File: src/rtl/loader_pkg.sv
// -----------------------------------------------------------------------------
// loader_pkg
// Shared definitions for the program loader: the data-path widths and the
// loader state encoding. The loader and its byte-pairing sub-module import
// this package.
// -----------------------------------------------------------------------------
package loader_pkg;

    localparam int unsigned ADDR_W = 8;   // RAM word address width
    localparam int unsigned WORD_W = 16;  // RAM word width
    localparam int unsigned CNT_W  = 9;   // word count, 0..256
    localparam int unsigned BYTE_W = 8;   // byte-stream width

    // IDLE  : CPU held in reset, waiting for the first load request
    // HI/LO : collecting the high / low byte of the current word
    // WRITE : one-cycle RAM write of the assembled word
    // RUN   : CPU released, loader waiting for a reload request
    typedef enum logic [2:0] {
        IDLE  = 3'd0,
        HI    = 3'd1,
        LO    = 3'd2,
        WRITE = 3'd3,
        RUN   = 3'd4
    } state_t;

endpackage

File: src/rtl/word_assembler.sv
// -----------------------------------------------------------------------------
// word_assembler
// Pairs two bytes from the load stream into one RAM word. The high byte is
// parked internally; the output word only changes when the low byte arrives,
// so it stays stable between RAM writes.
//
// Ports
//   clk      in   system clock, rising edge
//   rst_n    in   synchronous active-low reset; clears any partial word
//   load_hi  in   capture in_byte as the high byte
//   load_lo  in   capture in_byte as the low byte and publish the word
//   in_byte  in   byte from the stream
//   word     out  last complete word {high, low}
// -----------------------------------------------------------------------------
module word_assembler
    import loader_pkg::*;
(
    input  logic              clk,
    input  logic              rst_n,
    input  logic              load_hi,
    input  logic              load_lo,
    input  logic [BYTE_W-1:0] in_byte,
    output logic [WORD_W-1:0] word
);

    logic [BYTE_W-1:0] hi_byte;

    // NOTE: state registers use non-blocking assignments so every register in
    // the block sees the pre-edge values of the others, matching the hardware.
    always_ff @(posedge clk) begin
        if (!rst_n) begin
            hi_byte <= '0;
            word    <= '0;
        end else begin
            if (load_hi) begin
                hi_byte <= in_byte;
            end
            if (load_lo) begin
                word <= {hi_byte, in_byte};
            end
        end
    end

endmodule

File: src/rtl/prog_loader.sv
// -----------------------------------------------------------------------------
// prog_loader
// Loads a program image from a byte stream into the CPU's instruction RAM,
// holding the CPU in reset while loading and releasing it afterwards with the
// load base as its start address. Each RAM word arrives high byte first.
//
// Ports
//   clk         in   system clock, rising edge
//   rst_n       in   synchronous active-low reset
//   ld_start    in   one-cycle load request
//   ld_base     in   first RAM word address (sampled with ld_start)
//   ld_count    in   number of words, 0..256 (sampled with ld_start)
//   in_valid    in   byte-stream valid
//   in_byte     in   byte-stream data
//   in_ready    out  byte-stream ready (HI and LO only)
//   ram_w_en    out  RAM write strobe, one cycle per word
//   ram_w_addr  out  RAM write address, held between writes
//   ram_w_data  out  RAM write data, held between writes
//   cpu_rst_n   out  active-low CPU reset, high only in RUN
//   start_pc    out  CPU start address (base of the last accepted load)
//   busy        out  load in progress (HI, LO, WRITE)
//   err         out  one-cycle pulse on a load request with ld_count == 0
// -----------------------------------------------------------------------------
module prog_loader
    import loader_pkg::*;
(
    input  logic              clk,
    input  logic              rst_n,
    input  logic              ld_start,
    input  logic [ADDR_W-1:0] ld_base,
    input  logic [CNT_W-1:0]  ld_count,
    input  logic              in_valid,
    input  logic [BYTE_W-1:0] in_byte,
    output logic              in_ready,
    output logic              ram_w_en,
    output logic [ADDR_W-1:0] ram_w_addr,
    output logic [WORD_W-1:0] ram_w_data,
    output logic              cpu_rst_n,
    output logic [ADDR_W-1:0] start_pc,
    output logic              busy,
    output logic              err
);

    state_t            state;
    logic [ADDR_W-1:0] addr;       // address of the word being collected
    logic [CNT_W-1:0]  remaining;  // words still to write, including current
    logic              xfer;
    logic              load_hi;
    logic              load_lo;

    // in_ready is only ever high in HI and LO, so a transfer implies one of
    // those two states.
    assign xfer    = in_valid & in_ready;
    assign load_hi = xfer & (state == HI);
    assign load_lo = xfer & (state == LO);

    // The assembler's word only changes when the low byte lands, which is
    // the same edge that raises ram_w_en, so it can drive ram_w_data directly
    // and still hold between writes.
    word_assembler u_word_assembler (
        .clk     (clk),
        .rst_n   (rst_n),
        .load_hi (load_hi),
        .load_lo (load_lo),
        .in_byte (in_byte),
        .word    (ram_w_data)
    );

    // Control FSM. All outputs are registered and set on the edge that enters
    // the state they belong to, so they are valid for the whole state cycle.
    always_ff @(posedge clk) begin
        if (!rst_n) begin
            state      <= IDLE;
            addr       <= '0;
            remaining  <= '0;
            in_ready   <= 1'b0;
            ram_w_en   <= 1'b0;
            ram_w_addr <= '0;
            cpu_rst_n  <= 1'b0;
            start_pc   <= '0;
            busy       <= 1'b0;
            err        <= 1'b0;
        end else begin
            // Single-cycle strobes default low and are raised only where needed.
            err      <= 1'b0;
            ram_w_en <= 1'b0;

            case (state)
                IDLE, RUN: begin
                    if (ld_start) begin
                        if (ld_count != '0) begin
                            addr      <= ld_base;
                            start_pc  <= ld_base;
                            remaining <= ld_count;
                            cpu_rst_n <= 1'b0;
                            busy      <= 1'b1;
                            in_ready  <= 1'b1;
                            state     <= HI;
                        end else begin
                            // Rejected request: current state and outputs stay.
                            err <= 1'b1;
                        end
                    end
                end

                // ld_start is deliberately not examined in HI, LO or WRITE.
                HI: begin
                    if (xfer) begin
                        state <= LO;
                    end
                end

                LO: begin
                    if (xfer) begin
                        in_ready   <= 1'b0;
                        ram_w_en   <= 1'b1;
                        ram_w_addr <= addr;
                        state      <= WRITE;
                    end
                end

                WRITE: begin
                    // Address wraps naturally at ADDR_W bits (0xFF -> 0x00).
                    addr      <= addr + ADDR_W'(1);
                    remaining <= remaining - CNT_W'(1);
                    if (remaining == CNT_W'(1)) begin
                        busy      <= 1'b0;
                        cpu_rst_n <= 1'b1;
                        state     <= RUN;
                    end else begin
                        in_ready <= 1'b1;
                        state    <= HI;
                    end
                end

                default: begin
                    busy      <= 1'b0;
                    in_ready  <= 1'b0;
                    cpu_rst_n <= 1'b0;
                    state     <= IDLE;
                end
            endcase
        end
    end

endmodule

File: config.mk
export PLATFORM = sky130hd
export DESIGN_NAME = prog_loader
export DESIGN_NICKNAME = d
export VERILOG_FILES = /design/src/rtl/loader_pkg.sv /design/src/rtl/word_assembler.sv /design/src/rtl/prog_loader.sv
export SDC_FILE = /design/constraint.sdc
export NUM_CORES = 1
export LEC_CHECK = 0
export BUFFER_PORTS_ARGS = -buffer_cell sky130_fd_sc_hd__buf_2
export CAP_MARGIN = 20
export CORE_MARGIN = 10
export CORE_UTILIZATION = 55
export CTS_BUF_LIST = sky130_fd_sc_hd__clkbuf_4 sky130_fd_sc_hd__clkbuf_8
export DETAILED_ROUTE_END_ITERATION = 8
export PLACE_DENSITY = 0.82
export SYNTH_ARGS = -nofsm -noshare
export SYNTH_HDL_FRONTEND = slang
export SYNTH_SLANG_ARGS = --single-unit
File: constraint.sdc
create_clock -name clk -period 3.1 [get_ports clk]
set_input_delay 0 -clock clk [delete_from_list [all_inputs] [get_ports clk]]
set_output_delay 0 -clock clk [all_outputs]
set_load 0.01 [all_outputs]
# After elaboration in Yosys (flattened, before gate mapping)
# Index checks and enable logic that the tools add are counted.
totals:
  elab_cells: 68
  output_inout_bits: 37
  regBits: 65
op_classes:
  muxes: 25
  bitwise: 5
  n_reduce_logical: 13
  eq_ne: 11
  addsub: 2
op_table:
  columns: ["operator", "n"]
  rows:
  - ["$mux W9", 2]
  - ["$pmux W9 S2", 1]
  - ["$mux W8", 2]
  - ["$pmux W8 S2", 1]
  - ["$mux W3", 5]
  - ["$ne A2 B2 Y1 const B", 6]
  - ["$pmux W3 S4", 1]
  - ["$mux W1", 10]
  - ["$eq A9 B1 Y1 const B", 1]
  - ["$reduce_and A3 Y1", 3]
  - ["$reduce_bool A9 Y1", 1]
  - ["$sub A9 B1 Y9 const B", 1]
  - ["$add A8 B1 Y8 const B", 1]
  - ["$reduce_and A4 Y1", 2]
  - ["$eq A3 B2 Y1 const B", 2]
  - ["$pmux W1 S3", 2]
  - ["$reduce_and A5 Y1", 1]
  - ["$pmux W1 S4", 1]
  - ["$reduce_and A2 Y1", 2]
  - ["$reduce_or A2 Y1", 2]
  - ["$and A1 B1 Y1", 3]
  - ["$eq A3 B1 Y1 const B", 1]
  - ["$eq A3 B3 Y1 const B", 1]
  - ["$logic_not A3 Y1", 1]
  - ["other kinds (2)", 3]

# Longest topological paths before layout
logic_depth:
  depth_word: 4
  mapped_depth: 6
  depth_no_buf: 6

# Hierarchy
# A second synthesis with hierarchy kept.
hier_totals:
  cells_unflattened: 303
  hier_area_um2: 2862.7
modules_own_cells:
  columns: ["mod", "instances", "area_each_um2", "cells_each", "seq_area_each_um2"]
  rows:
  - ["prog_loader", 1, 1945.6, 226, 820.8]
  - ["word_assembler", 1, 917.1, 77, 480.5]

# Worst setup path before layout
# No wires, ideal clock.
synth_path:
  path_type: "register to register"
  start: "reg remaining[3]"
  end: "reg state[2]"
  setup_slack_ns: 1.514
  setup_time_ns: 0.070
  path_stages_with_launch: 5
  required_time_ns: 3.030
  arrival_time_ns: 1.516
  path_buffers: 0
  path_cell_list: "dfxtp_1 -> nor4_1 -> nand4_1 -> or2_2 -> a21oi_1"
synth_via:
  elab_chain_len: 3
synth_lines:
  columns: ["element", "line", "source"]
  rows:
  - ["start, declared", "prog_loader.sv:46", "logic [CNT_W-1:0] remaining;"]
  - ["start signal, assigned", "prog_loader.sv:94", "remaining <= ld_count;"]
  - ["start signal, assigned", "prog_loader.sv:125", "remaining <= remaining - CNT_W'(1);"]
  - ["$eq A9 B1 Y1", "prog_loader.sv:126", "if (remaining == CNT_W'(1)) begin"]
  - ["$mux W3", "prog_loader.sv:126", null]
  - ["$pmux W3 S4", "prog_loader.sv:88", "case (state)"]
  - ["end signal, assigned", "prog_loader.sv:98", "state <= HI;"]
  - ["end signal, assigned", "prog_loader.sv:129", "state <= RUN;"]
  - ["end signal, assigned", "prog_loader.sv:132", "state <= HI;"]
  - ["end, declared", "prog_loader.sv:44", "state_t state;"]
# No other way between the ends.
# A chain may end at the register's enable or synchronous reset.

# Worst setup path in the final report
layout_path:
  start: "reg state[0]"
  end: "reg remaining[1]"
layout_via:
  elab_chain_len: 4
layout_lines:
  columns: ["element", "line", "source"]
  rows:
  - ["start signal, assigned", "prog_loader.sv:73", "state <= IDLE;"]
  - ["start signal, assigned", "prog_loader.sv:98", null]
  - ["start signal, assigned", "prog_loader.sv:109", "state <= LO;"]
  - ["$eq A3 B3 Y1 / $logic_not A3 Y1 (equally long branches)", "prog_loader.sv:88", null]
  - ["$reduce_or A2 Y1", "prog_loader.sv:88", null]
  - ["$ne A2 B2 Y1 (no source line) / $reduce_bool A2 Y1 (equally long branches)", null, null]
  - ["$reduce_and A3 Y1 (no source line)", null, null]
# Several ways; a longest one is shown, not always the timed one.

==> flow_summary.yaml <==
run_status:
  status: "completed"
critical_path:
  arrival_ps: 2460
  cpPeakStageDelay_ps: 650
  ff2ff_setup_slack_ps: 890
  cp-endpoint: "remaining[1]"
  cp.depth: 4
  worstPathCellList: "nor3b_2 > o31a_1 > nor3_1 > a2111oi_2"
  critPathLaunchType: "flop"
  critPathBufInv: 0
  crit_family: "compound AO/OA/AOI/OAI gates"
  crit_slowest_cell: "o31a_1"
  reg2reg_to: "remaining[1]"
  crit_fanout: 14
  startpoint: "state[0]"
  r2r_start: "state[0]"
  worstRegToRegCells: 4
  cp.required_ps: 3350
  criticalPathCategory: "flop to flop"
  setup.worst_path.end_class: "flop"
floorplanning:
  num_io_pins: 66
  die_h_um: 90.81
  core_um2: 4786
  die_w_um: 90.81
  dieArea_um2: 8246
  num_rows: 25
  start_util: 0.5762
global_routing:
  grt_max_degree: 53
  grt_pass1_vias: 2608
  overflow: 0
  antenna_found_initial: 0
  grt_usage: 0.1855
  grt_pass1_wl_mm: 12.82
yosys:
  ys_top_cells_by_area: "dfxtp_1 (47%), nand2_1 (10%), a21oi_1 (8.2%), mux2i_1 (2.9%), nand3_1 (2.9%)"
  synthDistinctLibCells: 54
  ys.flop_type: "dfxtp_1"
  yosysTopAreaCell: "dfxtp_1"
  synth_edf_count: 0
  syn_inst: 333
  synth-warning-count: 0
  seq_area_frac_synth: 0.4719
  synth_area_um2: 2758
  yosysTopAreaCellShare: 0.4719
  synth-seq-cells: 65
  synthArstFlopShare: 0
  synth_area_per_cell_um2: 8.281
  synth_common_cells: "nand2_1 (77), dfxtp_1 (65), a21oi_1 (45), nor2_1 (19), clkbuf_1 (17)"
  synth.most_common_cell: "nand2_1"
  synth_nets: 365
clock_network:
  clk_pin_slew_ps: 70
  cts-root-buf: "clkbuf_8"
  ctsResizeCount: 0
  cts_tree: "yes"
  cts_made_buffers: 9
  htree_levels: 3
  clock_sinks: 65
  cts_buffer_depth: 2
  clk_latency_ps: 350
sta:
  drv_slew: 0
  layout_min_cycle_time_ps: 2211
  worst_pin_slew_ps: 956.7
  finalSetupViolations: 0
  rsz0062_at_grt: "no"
  slew_headroom: 0.3604
  fin_crit_sh: 0.7132
  report.final.hold_viol_count: 0
  holdWs_ps: 8.151
  skew_ps: 5.875
  fmax_mhz: 452.3
  final.setup.tns_ps: 0
place:
  post-dp-hpwl_mm: 4.865
  placed_area_um2: 3094
  io_buffers: 65
  gp_congestion: 0.8680
layout:
  fin_nets: 448
  antenna_cells: 0
  layout-drive-gt1-share: 0.2185
  design_area_um2: 3591
  areaGrowthSynthToFinish_pct: 30.22
power_and_ir_drop:
  clkPwrFrac: 0.438
  powerDensity_nw_per_um2: 568.5
  seqPwrFrac: 0.446
  sw_frac_of_total: 0.2547
  ir_drop_v: 0.0005587
  switchingPower_w: 0.0005199
  p_leak_nw: 1.413
  power_frac_comb: 0.116
  p_int_w: 0.001522
routing:
  drcViolationCount: 0
  dr.pass1.iters: 4
  ant_nets: 0
  num_vias: 2699
  viasPerCell: 5.531
  drt_iter0_drc: 188
  routed_wl_mm: 7.606
  wl_per_cell_um: 15.59
run:
  cap_violations: 0
hold_path:
  min_path_type: "input pin to flop"
-- cell usage in the layout (no fill, tap or decap), types with 3 or more instances in the layout --
cell type      netlist  layout
nand2_1             77      77
dfxtp_1             65      65
buf_2                1      65
a21oi_1             45      45
dlygate4sd3_1        0      25
nor2_1              19      19
nand3_1             16      16
clkbuf_8             0       9
nor3_1               8       8
mux2i_1              8       8
o21ai_0              7       7
a31oi_1              7       7
inv_1                5       5
nor4_1               4       4
a22oi_1              3       3
ha_1                 3       3
bufinv_16            0       3
-- cell type report --
class                           instances  area [um2]
Timing Repair Buffer                   92       590.6
Sequential cell                        65        1301
Clock buffer                           10       131.4
Clock inverter                          6       115.1
Fill cell                             359        1195
Multi-Input combinational cell        242        1346
Inverter                                6       22.52
Tap cell                               67       83.83
-- flip-flops by register name, summed over array words and instances, names as in the netlist, 3 cells and up --
name,flops
ram_w_addr,8
addr,8
state,3
remaining,9
start_pc,8
u_word_assembler.word,16
u_word_assembler.hi_byte,8
-- per-layer routing --
layer  part of all wire  track usage
met3              0.068      0.06650
met5                  0            0
met2               0.50       0.3143
met4              0.018      0.06397
met1               0.41       0.2102
-- repair_timing --
item,4_1_cts,5_1_grt
setup buffers,0,0
hold buffers,25,0
hold endpoints to repair,40,0
-- worst register-to-register path, stage by stage (launching register included) --
cell       delay [ps]
dfxtp_1           440
nor3b_2           590
o31a_1            650
nor3_1            150
a2111oi_2         290
-- worst min-delay path by stage --
stage / from / to / cells after the start / slack (ps)
6_report: ld_count[8] / remaining[8] / 3 / 8
5_1_grt: ld_count[8] / remaining[8] / 3 / 30
4_1_cts: ld_count[8] / remaining[8] / 3 / 4
3_5_place_dp: in_byte[3] / u_word_assembler.word[3] / 3 / 260
3_3_place_gp: in_byte[5] / u_word_assembler.word[5] / 3 / 250
2_1_floorplan: rst_n / err / 2 / 120
-- stage by stage --
step / util / cells / power, W / worst slack, ps
CTS: 0.7503 / 488 / 0.002037 / 957.4
finish: 0.7503 / 488 / 0.002042 / 889.1
floorplan: - / 333 / 0.001068 / 1514
detailed placement: 0.6465 / 447 / 0.001136 / 944.1
global route: 0.7503 / 488 / 0.002117 / 744.2
global placement: 0.6465 / 447 / 0.001130 / 1008
-- cells by family after synthesis --
family / after synthesis / synth area share
simple gates: 140 / 0.2273
fa+ha+maj: 3 / 0.01361
buf+inv: 26 / 0.03993
flops: 65 / 0.4719
xor+xnor: 4 / 0.01271
compound gates: 87 / 0.2055
mux: 8 / 0.02904
-- power by group through the flow --
stage	registers [W]	clock network, W	logic [W]
6_report	0.000911	0.000894	0.000237
3_3_place_gp	0.000927	0	0.000203
3_5_place_dp	0.000929	0	0.000207
5_1_grt	0.000918	0.000938	0.000261
2_1_floorplan	0.000921	0	0.000147
4_1_cts	0.000910	0.000895	0.000233
(Power assumes the default switching activity.)
